## config.mk

```make
export PLATFORM = sky130hd
export DESIGN_NAME = rv32i_exec_core
export DESIGN_NICKNAME = d
export VERILOG_FILES = /design/src/rtl/rv32i_exec_core.sv
export SDC_FILE = /design/constraint.sdc
export NUM_CORES = 2
export LEC_CHECK = 0
export CORE_MARGIN = 8
export CORE_UTILIZATION = 25
export CTS_BUF_LIST = sky130_fd_sc_hd__clkbuf_2
export DETAILED_ROUTE_END_ITERATION = 10
export GPL_TIMING_DRIVEN = 1
export SLEW_MARGIN = 10
export SYNTH_ARGS = -nofsm -noshare
export SYNTH_HDL_FRONTEND = slang
export SYNTH_SLANG_ARGS = --single-unit
```

## constraint.sdc

```tcl
create_clock -name i_clk -period 8.1 [get_ports i_clk]
set_clock_uncertainty 0.1 [all_clocks]
set_input_delay 0.81 -clock i_clk [delete_from_list [all_inputs] [get_ports i_clk]]
set_output_delay 0.81 -clock i_clk [all_outputs]
set_load 0.01 [all_outputs]
```

## src/rtl/rv32i_exec_core.sv

```systemverilog
// Single-cycle RV32I execute core: decode, 32x32 register file and ALU, with one-cycle registered results.
// Optional debug read port enabled by defining RV32I_DBG_READ_EN.
module rv32i_exec_core #(
    parameter logic [31:0] RESET_PC = 32'h8000_0000
) (
    input  logic        i_clk,
    input  logic        i_reset,
    input  logic        i_valid,
    input  logic [31:0] i_insn,
    input  logic [31:0] i_pc,
`ifdef RV32I_DBG_READ_EN
    input  logic [4:0]  i_dbg_addr,
    output logic [31:0] o_dbg_data,
`endif
    output logic        o_valid,
    output logic [31:0] o_next_pc,
    output logic [31:0] o_wb_data,
    output logic        o_wb_en,
    output logic        o_br_taken,
    output logic        o_illegal
);

    localparam logic [6:0] OP_REG    = 7'b0110011;
    localparam logic [6:0] OP_IMM    = 7'b0010011;
    localparam logic [6:0] OP_LUI    = 7'b0110111;
    localparam logic [6:0] OP_AUIPC  = 7'b0010111;
    localparam logic [6:0] OP_JAL    = 7'b1101111;
    localparam logic [6:0] OP_JALR   = 7'b1100111;
    localparam logic [6:0] OP_BRANCH = 7'b1100011;
    localparam logic [6:0] F7_ALT    = 7'b0100000;

    typedef struct packed {
        logic [31:0] next_pc;
        logic [31:0] wb_data;
        logic        wb_en;
        logic        br_taken;
        logic        illegal;
    } exec_res_t;

    logic [31:0] regs [32];

    logic [6:0]  opcode;
    logic [4:0]  rd;
    logic [2:0]  funct3;
    logic [4:0]  rs1;
    logic [4:0]  rs2;
    logic [6:0]  funct7;
    logic [31:0] rs1_val;
    logic [31:0] rs2_val;
    logic [31:0] imm_i;
    logic [31:0] imm_b;
    logic [31:0] imm_u;
    logic [31:0] imm_j;
    logic [31:0] pc_plus4;
    logic [31:0] wr_val;
    logic        wr;
    logic        bad;
    logic        take;
    exec_res_t   res;

    assign opcode = i_insn[6:0];
    assign rd     = i_insn[11:7];
    assign funct3 = i_insn[14:12];
    assign rs1    = i_insn[19:15];
    assign rs2    = i_insn[24:20];
    assign funct7 = i_insn[31:25];

    assign rs1_val = (rs1 == 5'd0) ? 32'd0 : regs[rs1];
    assign rs2_val = (rs2 == 5'd0) ? 32'd0 : regs[rs2];

    assign imm_i = {{20{i_insn[31]}}, i_insn[31:20]};
    assign imm_b = {{19{i_insn[31]}}, i_insn[31], i_insn[7], i_insn[30:25], i_insn[11:8], 1'b0};
    assign imm_u = {i_insn[31:12], 12'b0};
    assign imm_j = {{11{i_insn[31]}}, i_insn[31], i_insn[19:12], i_insn[20], i_insn[30:21], 1'b0};
    assign pc_plus4 = i_pc + 32'd4;

    // alt selects SUB over ADD and SRA over SRL; ignored for the other funct3 values
    function automatic logic [31:0] alu(input logic [2:0] f3, input logic alt,
                                        input logic [31:0] a, input logic [31:0] b);
        logic [31:0] r;
        case (f3)
            3'b000:  r = alt ? (a - b) : (a + b);
            3'b001:  r = a << b[4:0];
            3'b010:  r = {31'd0, $signed(a) < $signed(b)};
            3'b011:  r = {31'd0, a < b};
            3'b100:  r = a ^ b;
            3'b101:  r = alt ? 32'($signed(a) >>> b[4:0]) : (a >> b[4:0]);
            3'b110:  r = a | b;
            default: r = a & b;
        endcase
        return r;
    endfunction

    always_comb begin
        res         = '0;
        res.next_pc = pc_plus4;
        wr          = 1'b0;
        wr_val      = 32'd0;
        bad         = 1'b0;
        take        = 1'b0;
        case (opcode)
            OP_REG: begin
                if (funct7 == 7'd0 ||
                    (funct7 == F7_ALT && (funct3 == 3'b000 || funct3 == 3'b101))) begin
                    wr     = 1'b1;
                    wr_val = alu(funct3, funct7[5], rs1_val, rs2_val);
                end else begin
                    bad = 1'b1;
                end
            end
            OP_IMM: begin
                // only the shift forms constrain the upper immediate bits
                if ((funct3 == 3'b001 && funct7 != 7'd0) ||
                    (funct3 == 3'b101 && funct7 != 7'd0 && funct7 != F7_ALT)) begin
                    bad = 1'b1;
                end else begin
                    wr     = 1'b1;
                    wr_val = alu(funct3, (funct3 == 3'b101) && i_insn[30], rs1_val, imm_i);
                end
            end
            OP_LUI: begin
                wr     = 1'b1;
                wr_val = imm_u;
            end
            OP_AUIPC: begin
                wr     = 1'b1;
                wr_val = i_pc + imm_u;
            end
            OP_JAL: begin
                wr          = 1'b1;
                wr_val      = pc_plus4;
                take        = 1'b1;
                res.next_pc = i_pc + imm_j;
            end
            OP_JALR: begin
                if (funct3 == 3'b000) begin
                    wr          = 1'b1;
                    wr_val      = pc_plus4;
                    take        = 1'b1;
                    res.next_pc = (rs1_val + imm_i) & ~32'd1;
                end else begin
                    bad = 1'b1;
                end
            end
            OP_BRANCH: begin
                case (funct3)
                    3'b000:  take = (rs1_val == rs2_val);
                    3'b001:  take = (rs1_val != rs2_val);
                    3'b100:  take = ($signed(rs1_val) < $signed(rs2_val));
                    3'b101:  take = ($signed(rs1_val) >= $signed(rs2_val));
                    3'b110:  take = (rs1_val < rs2_val);
                    3'b111:  take = (rs1_val >= rs2_val);
                    default: bad = 1'b1;
                endcase
                if (take) res.next_pc = i_pc + imm_b;
            end
            default: bad = 1'b1;
        endcase
        if (bad) begin
            res.next_pc = pc_plus4;
            take        = 1'b0;
            wr          = 1'b0;
        end
        res.illegal  = bad;
        res.br_taken = take;
        res.wb_en    = wr && (rd != 5'd0);
        res.wb_data  = res.wb_en ? wr_val : 32'd0;
    end

    // writes land at the edge, so the next instruction's combinational read sees them
    always_ff @(posedge i_clk) begin
        if (i_reset) begin
            for (int i = 0; i < 32; i++) regs[i] <= 32'd0;
            o_valid    <= 1'b0;
            o_next_pc  <= RESET_PC;
            o_wb_data  <= 32'd0;
            o_wb_en    <= 1'b0;
            o_br_taken <= 1'b0;
            o_illegal  <= 1'b0;
        end else if (i_valid) begin
            if (res.wb_en) regs[rd] <= res.wb_data;
            o_valid    <= 1'b1;
            o_next_pc  <= res.next_pc;
            o_wb_data  <= res.wb_data;
            o_wb_en    <= res.wb_en;
            o_br_taken <= res.br_taken;
            o_illegal  <= res.illegal;
        end else begin
            o_valid <= 1'b0;
        end
    end

`ifdef RV32I_DBG_READ_EN
    assign o_dbg_data = (i_dbg_addr == 5'd0) ? 32'd0 : regs[i_dbg_addr];
`endif

endmodule

```

# After elaboration in Yosys (flattened, before gate mapping)

Memory sizes are Yosys's and may differ from the RTL's.
Cells that the tools add are included.

Reductions and logical operators: 18
Add/subtract/negate cells: 8
Bitwise logic cells: 6
Muxes and demuxes: 41
Equality and inequality tests: 18
Shift-type cells: 6
$lt $le $gt $ge: 6

Operators by type and width:

| cell                    | number |
|---|---|
| $mux W32                | 14 |
| $pmux W32 S7            | 2 |
| $pmux W32 S6            | 1 |
| $add A32 B32 Y32        | 5 |
| $lt A32 B32 Y1          | 3 |
| $pmux W32 S3            | 1 |
| $and A32 B32 Y32        | 2 |
| $ge A32 B32 Y1          | 2 |
| $or A32 B32 Y32         | 2 |
| $shl A32 B5 Y32         | 2 |
| $shr A32 B5 Y32         | 2 |
| $sshr A32 B5 Y32        | 2 |
| $sub A32 B32 Y32        | 2 |
| $xor A32 B32 Y32        | 2 |
| $add A32 B3 Y32 const B | 1 |
| $eq A32 B32 Y1          | 1 |
| $lt A32 B12 Y1          | 1 |
| $ne A32 B32 Y1          | 1 |
| $reduce_or A32 Y1       | 1 |
| $eq A7 B6 Y1 const B    | 3 |
| $eq A7 B7 Y1 const B    | 3 |
| $mux W1                 | 18 |
| $eq A7 B5 Y1 const B    | 2 |
| $eq A3 B3 Y1 const B    | 4 |
| other kinds (17)        | 26 |

Word-level logic and storage cells: 110
Bits of input ports: 67
Register bits: 68
Bits in writable memories: 1,024
Output and inout bits: 68
Memories kept: 1

Memory list:

| name | words | bits a word | rd ports | clocked after Yosys merged registers in | write ports | RTL line | RTL |
|---|---|---|---|---|---|---|---|
| regs | 32    | 32          | 2        | 0                                       | 32          | 40       | `logic [31:0] regs [32];` |

# Longest topological paths before layout

Word-level depth: 14
Gate-level depth with buffers: 28

# Worst setup path before layout

OpenSTA, ideal clock, no wires.

Path type: input to register
From: in i_insn[20]
To: mem regs[10][29] (data pin)
Data required time: 7.734 ns
Setup time: 0.266 ns
Stages on the path: 26
Slack: 0.739 ns
Arrival time: 6.995 ns
Cells stage by stage: buf_4 buf_4 buf_2 buf_2 buf_2 buf_2 buf_1 mux4_2 mux4_2 nand2_1 nand2_1 nand2_1 ha_1 clkbuf_1 a21oi_1 nand3_1 nor4b_1 nor2_1 a31o_2 a311o_1 a211o_1 a2111oi_0 o2111ai_1 nor2_2 buf_4 nor2_1

RTL lines:

| element     | RTL line | RTL |
|---|---|---|
| from (decl) | 9        | `input logic [31:0] i_insn,` |
| to (decl)   | 40       |  |

# Worst setup path in the final report

From: in i_insn[15]
To: reg o_next_pc[14]

Longest elaborated chain between the ends: 8

RTL lines:

| element                                                    | RTL line | RTL |
|---|---|---|
| $mem_v2 Z32 W32 / $logic_not A5 Y1 (equally long branches) | n/a      |  |
| $mux W32 *                                                 | 68       | `assign rs1_val = (rs1 == 5'd0) ? 32'd0 : regs[rs1];` |
| $ge A32 B32 Y1, or another cell as far along               | 152      | `3'b111: take = (rs1_val >= rs2_val);` |
| $pmux W1 S6                                                | 146      | `case (funct3)` |
| $mux W1                                                    | 101      | `case (opcode)` |
| $mux W32                                                   | 155      | `if (take) res.next_pc = i_pc + imm_b;` |
| $pmux W32 S3 *                                             | 101      |  |
| $mux W32 *                                                 | 159      | `if (bad) begin` |
| to (signal assigned)                                       | 183      | `o_next_pc <= res.next_pc;` |
| to (decl)                                                  | 16       | `output logic [31:0] o_next_pc,` |

Mark *: on every way between the ends. The rest lies on a longest branch, timed or not. The select of a mux whose other input is x is not followed.
A chain may end at the register's enable or synchronous reset.

==> metrics.yaml <==
first_global_vias: 72989
fp-row-count: 206
antenna_found_initial: 36
regArea_um2: 32110
drv_slew: 0
reg2reg_slack_ns: 0.65
r2r_start: "regs[15][11]"
rsz0062_at_grt: "no"
place_ws_ns: -0.3849
grt_max_degree: 81
whs_ns: 0.2760
timing_hold_violations_final: 0
drt_iter0_drc: 12377
drive_above_1_share_pct: 23.45
synth_seq_cells: 1092
peakVddDrop_mv: 0.09087
worst_pin_slew_ns: 1.434
synthToLayoutAreaGrowth_pct: 16.68
routed_via_density: 6.042
placed_area_um2: 89500
arrival_ns: 8.70
hold_path_class: "in -> reg"
synth_top_area_cell: "edfxtp_1"
cts_buffers: 291
crit_type: "in -> reg"
routed_wl_um: 463100
whs_path_depth: 5
wl_per_cell_um: 36.86
setup_viol: 0
dieWidth_um: 578.0
synth_area_um2: 78950
cp_max_fo: 47
ys_warn_count: 0
yosysMostFrequentCell: "nor2_1"
fillerInstances: 32716
clock_latency_ns: 1.77
grt_overflow: 0
cts.path.max_buffers: 4
synth.top_cells.by_area: "edfxtp_1 39%, mux4_2 13%, nor2_1 5.8%"
synth_common_cells: "1229 x nor2_1, 1024 x edfxtp_1, 582 x a21oi_1, 534 x nand2_1, 450 x mux4_2"
clk_pin_slew_ns: 0.12
yosysSeqAreaShare_pct: 40.67
initial_core_util_pct: 25.09
drtAntennaViolNets: 0
max_slew_margin_pct: 4.134
rr_endpoint: "o_next_pc[14]"
design.die.area_um2: 334000
grt_use_total_pct: 26.40
max_freq_mhz: 133.3
htreeDepth: 5
fin_tns_setup_ns: 0
p_leak_nw: 32.98
die_h_um: 578.0
async_flop_share_pct: 0
status: "finished clean"
min_from: "i_valid"
cts.sinks: 1092
tritoncts: "built"
synth-edff-count: 1024
core_area_um2: 314700
drc_errors: 0
ios: 135
min_period_ns: 7.501
p_per_area_nw_per_um2: 169.8
synth_area_per_cell_um2: 10.30
synth.distinct_cells: 121
finalCritPeriodShare_pct: 92.61
cap_violations: 0
finalWorstSetupSlack_ns: 0.5990
grt_pass1_wl_um: 620500
hold-path-endpoint: "o_next_pc[9]"
gp_congestion: 1.040
final_area_um2: 92120
worst_setup_path_start_kind: "input pin"
vias: 75917
reg2reg_depth: 21
dp_hpwl_um: 338000
netlist_instances: 7666
multi_input_area_um2: 43410
end_kind: "flop"
ctsRootBufferMaster: "clkbuf_2"
synth_top_area_share_pct: 38.95
synth_flop_cell: "edfxtp_1"
required_ns: 9.29
drt-pass1-iter-count: 8
io_buffers: 134
fin_nets: 8503
## how the worst max path moves through the flow
stage | from | to | slack [ns] | depth (start not counted)
2_1_floorplan | i_insn[20] | regs[10][29] | 0.74 | 26
3_3_place_gp | i_insn[15] | o_next_pc[14] | -0.46 | 27
3_5_place_dp | i_insn[18] | regs[26][30] | -0.38 | 25
4_1_cts | regs[15][11] | regs[30][0] | 0.87 | 21
5_1_grt | regs[14][11] | regs[27][0] | 0.65 | 21
6_report | i_insn[15] | o_next_pc[14] | 0.60 | 22
## final cells by class
| type | count | area share (%) |
|---|---|---|
| well taps | 4160 | 5.650 |
| inverters | 166 | 0.6845 |
| clock inverters | 88 | 0.5582 |
| flip-flops and latches | 1092 | 34.86 |
| diodes | 41 | 0.1114 |
| clock buffers | 392 | 2.130 |
| multi-input cells | 5729 | 47.12 |
| repair buffers | 897 | 8.893 |
## registers in the layout (all words and copies together) (netlist names)
| name | flops |
|---|---|
| o_valid | 1 |
| regs | 1024 |
| o_illegal | 1 |
| o_next_pc | 32 |
| o_wb_en | 1 |
| o_wb_data | 32 |
| o_br_taken | 1 |
## metal layers
| layer | GRT usage, % | wire [µm] | up-vias |
|---|---|---|---|
| li1 | - | - | 30567 |
| met1 | 32.85 | 175800 | 38327 |
| met2 | 40.29 | 199900 | 5722 |
| met3 | 7.056 | 49610 | 1279 |
| met4 | 17.35 | 37250 | 22 |
| met5 | 0.07172 | 556 | - |
## power breakdown
part | internal [mW] | switching (mW)
combinational | 1.70 | 3.52
clock | 1.49 | 2.51
sequential | 6.32 | 0.0991
total | 9.51 | 6.13
## metrics by stage
| stage | util, % | total power, mW | cells |
|---|---|---|---|
| 3_3_place_gp | 28.44 | 11.57 | 12039 |
| 2_1_floorplan | - | 9.111 | 7697 |
| 4_1_cts | 29.24 | 15.49 | 12524 |
| 5_1_grt | 29.25 | 16.07 | 12531 |
| 3_5_place_dp | 28.44 | 11.55 | 12039 |
| 6_report | 29.27 | 15.64 | 12565 |
## layout by cell type, fill, tap and decap left out, types with 50 or more instances in the layout
master           count
a211oi_1            76
a21o_1              58
a21oi_1            580
a22o_1              51
a22oi_1             75
a31oi_1             59
buf_12              91
buf_4              671
clkbuf_2           392
clkdlybuf4s50_1    118
clkinv_1            65
dfxtp_1             68
edfxtp_1          1024
ha_1               252
inv_1              129
mux2i_1            302
mux4_2             450
nand2_1            501
nand2_2             50
nand3_1            133
nand4_1             63
nor2_1            1223
nor3_1             138
o211ai_1            62
o21ai_0            309
o221ai_1            66
o22ai_1            186
xnor2_1             79
## what timing repair did
action                                  in CTS  in global routing
buffers inserted                             0                  0
hold buffers                                 5                  0
endpoints found under the hold margin       34                  0
endpoints found under the setup margin       0                  0
resized for setup                            0                  0
## cell families after synthesis
family	share of synthesized area, %
simple gates	13.71
fa+ha+maj	4.171
buf+inv	5.119
other cells	0.004750
xor+xnor	1.287
compound gates	17.38
mux	17.65
flops	40.67
## worst max-delay path, cell delays in order
cell and delay, ns:
buf_8 0.43, buf_12 0.32, buf_4 0.36, mux4_2 0.56, a22oi_1 0.90, a32o_1 0.50
nor2_1 0.32, ha_1 0.44, nand2_1 0.11, o21ai_0 0.12, a311oi_1 0.44, o211ai_1 0.17
o21ai_0 0.73, buf_4 0.27, mux2_2 0.35, and4_1 0.31, nand2_1 0.16, buf_4 0.19
buf_12 0.12, nor3_1 0.05, a211oi_1 0.69, a211oi_1 0.18
No activity file was read; power rests on OpenSTA's default activity.
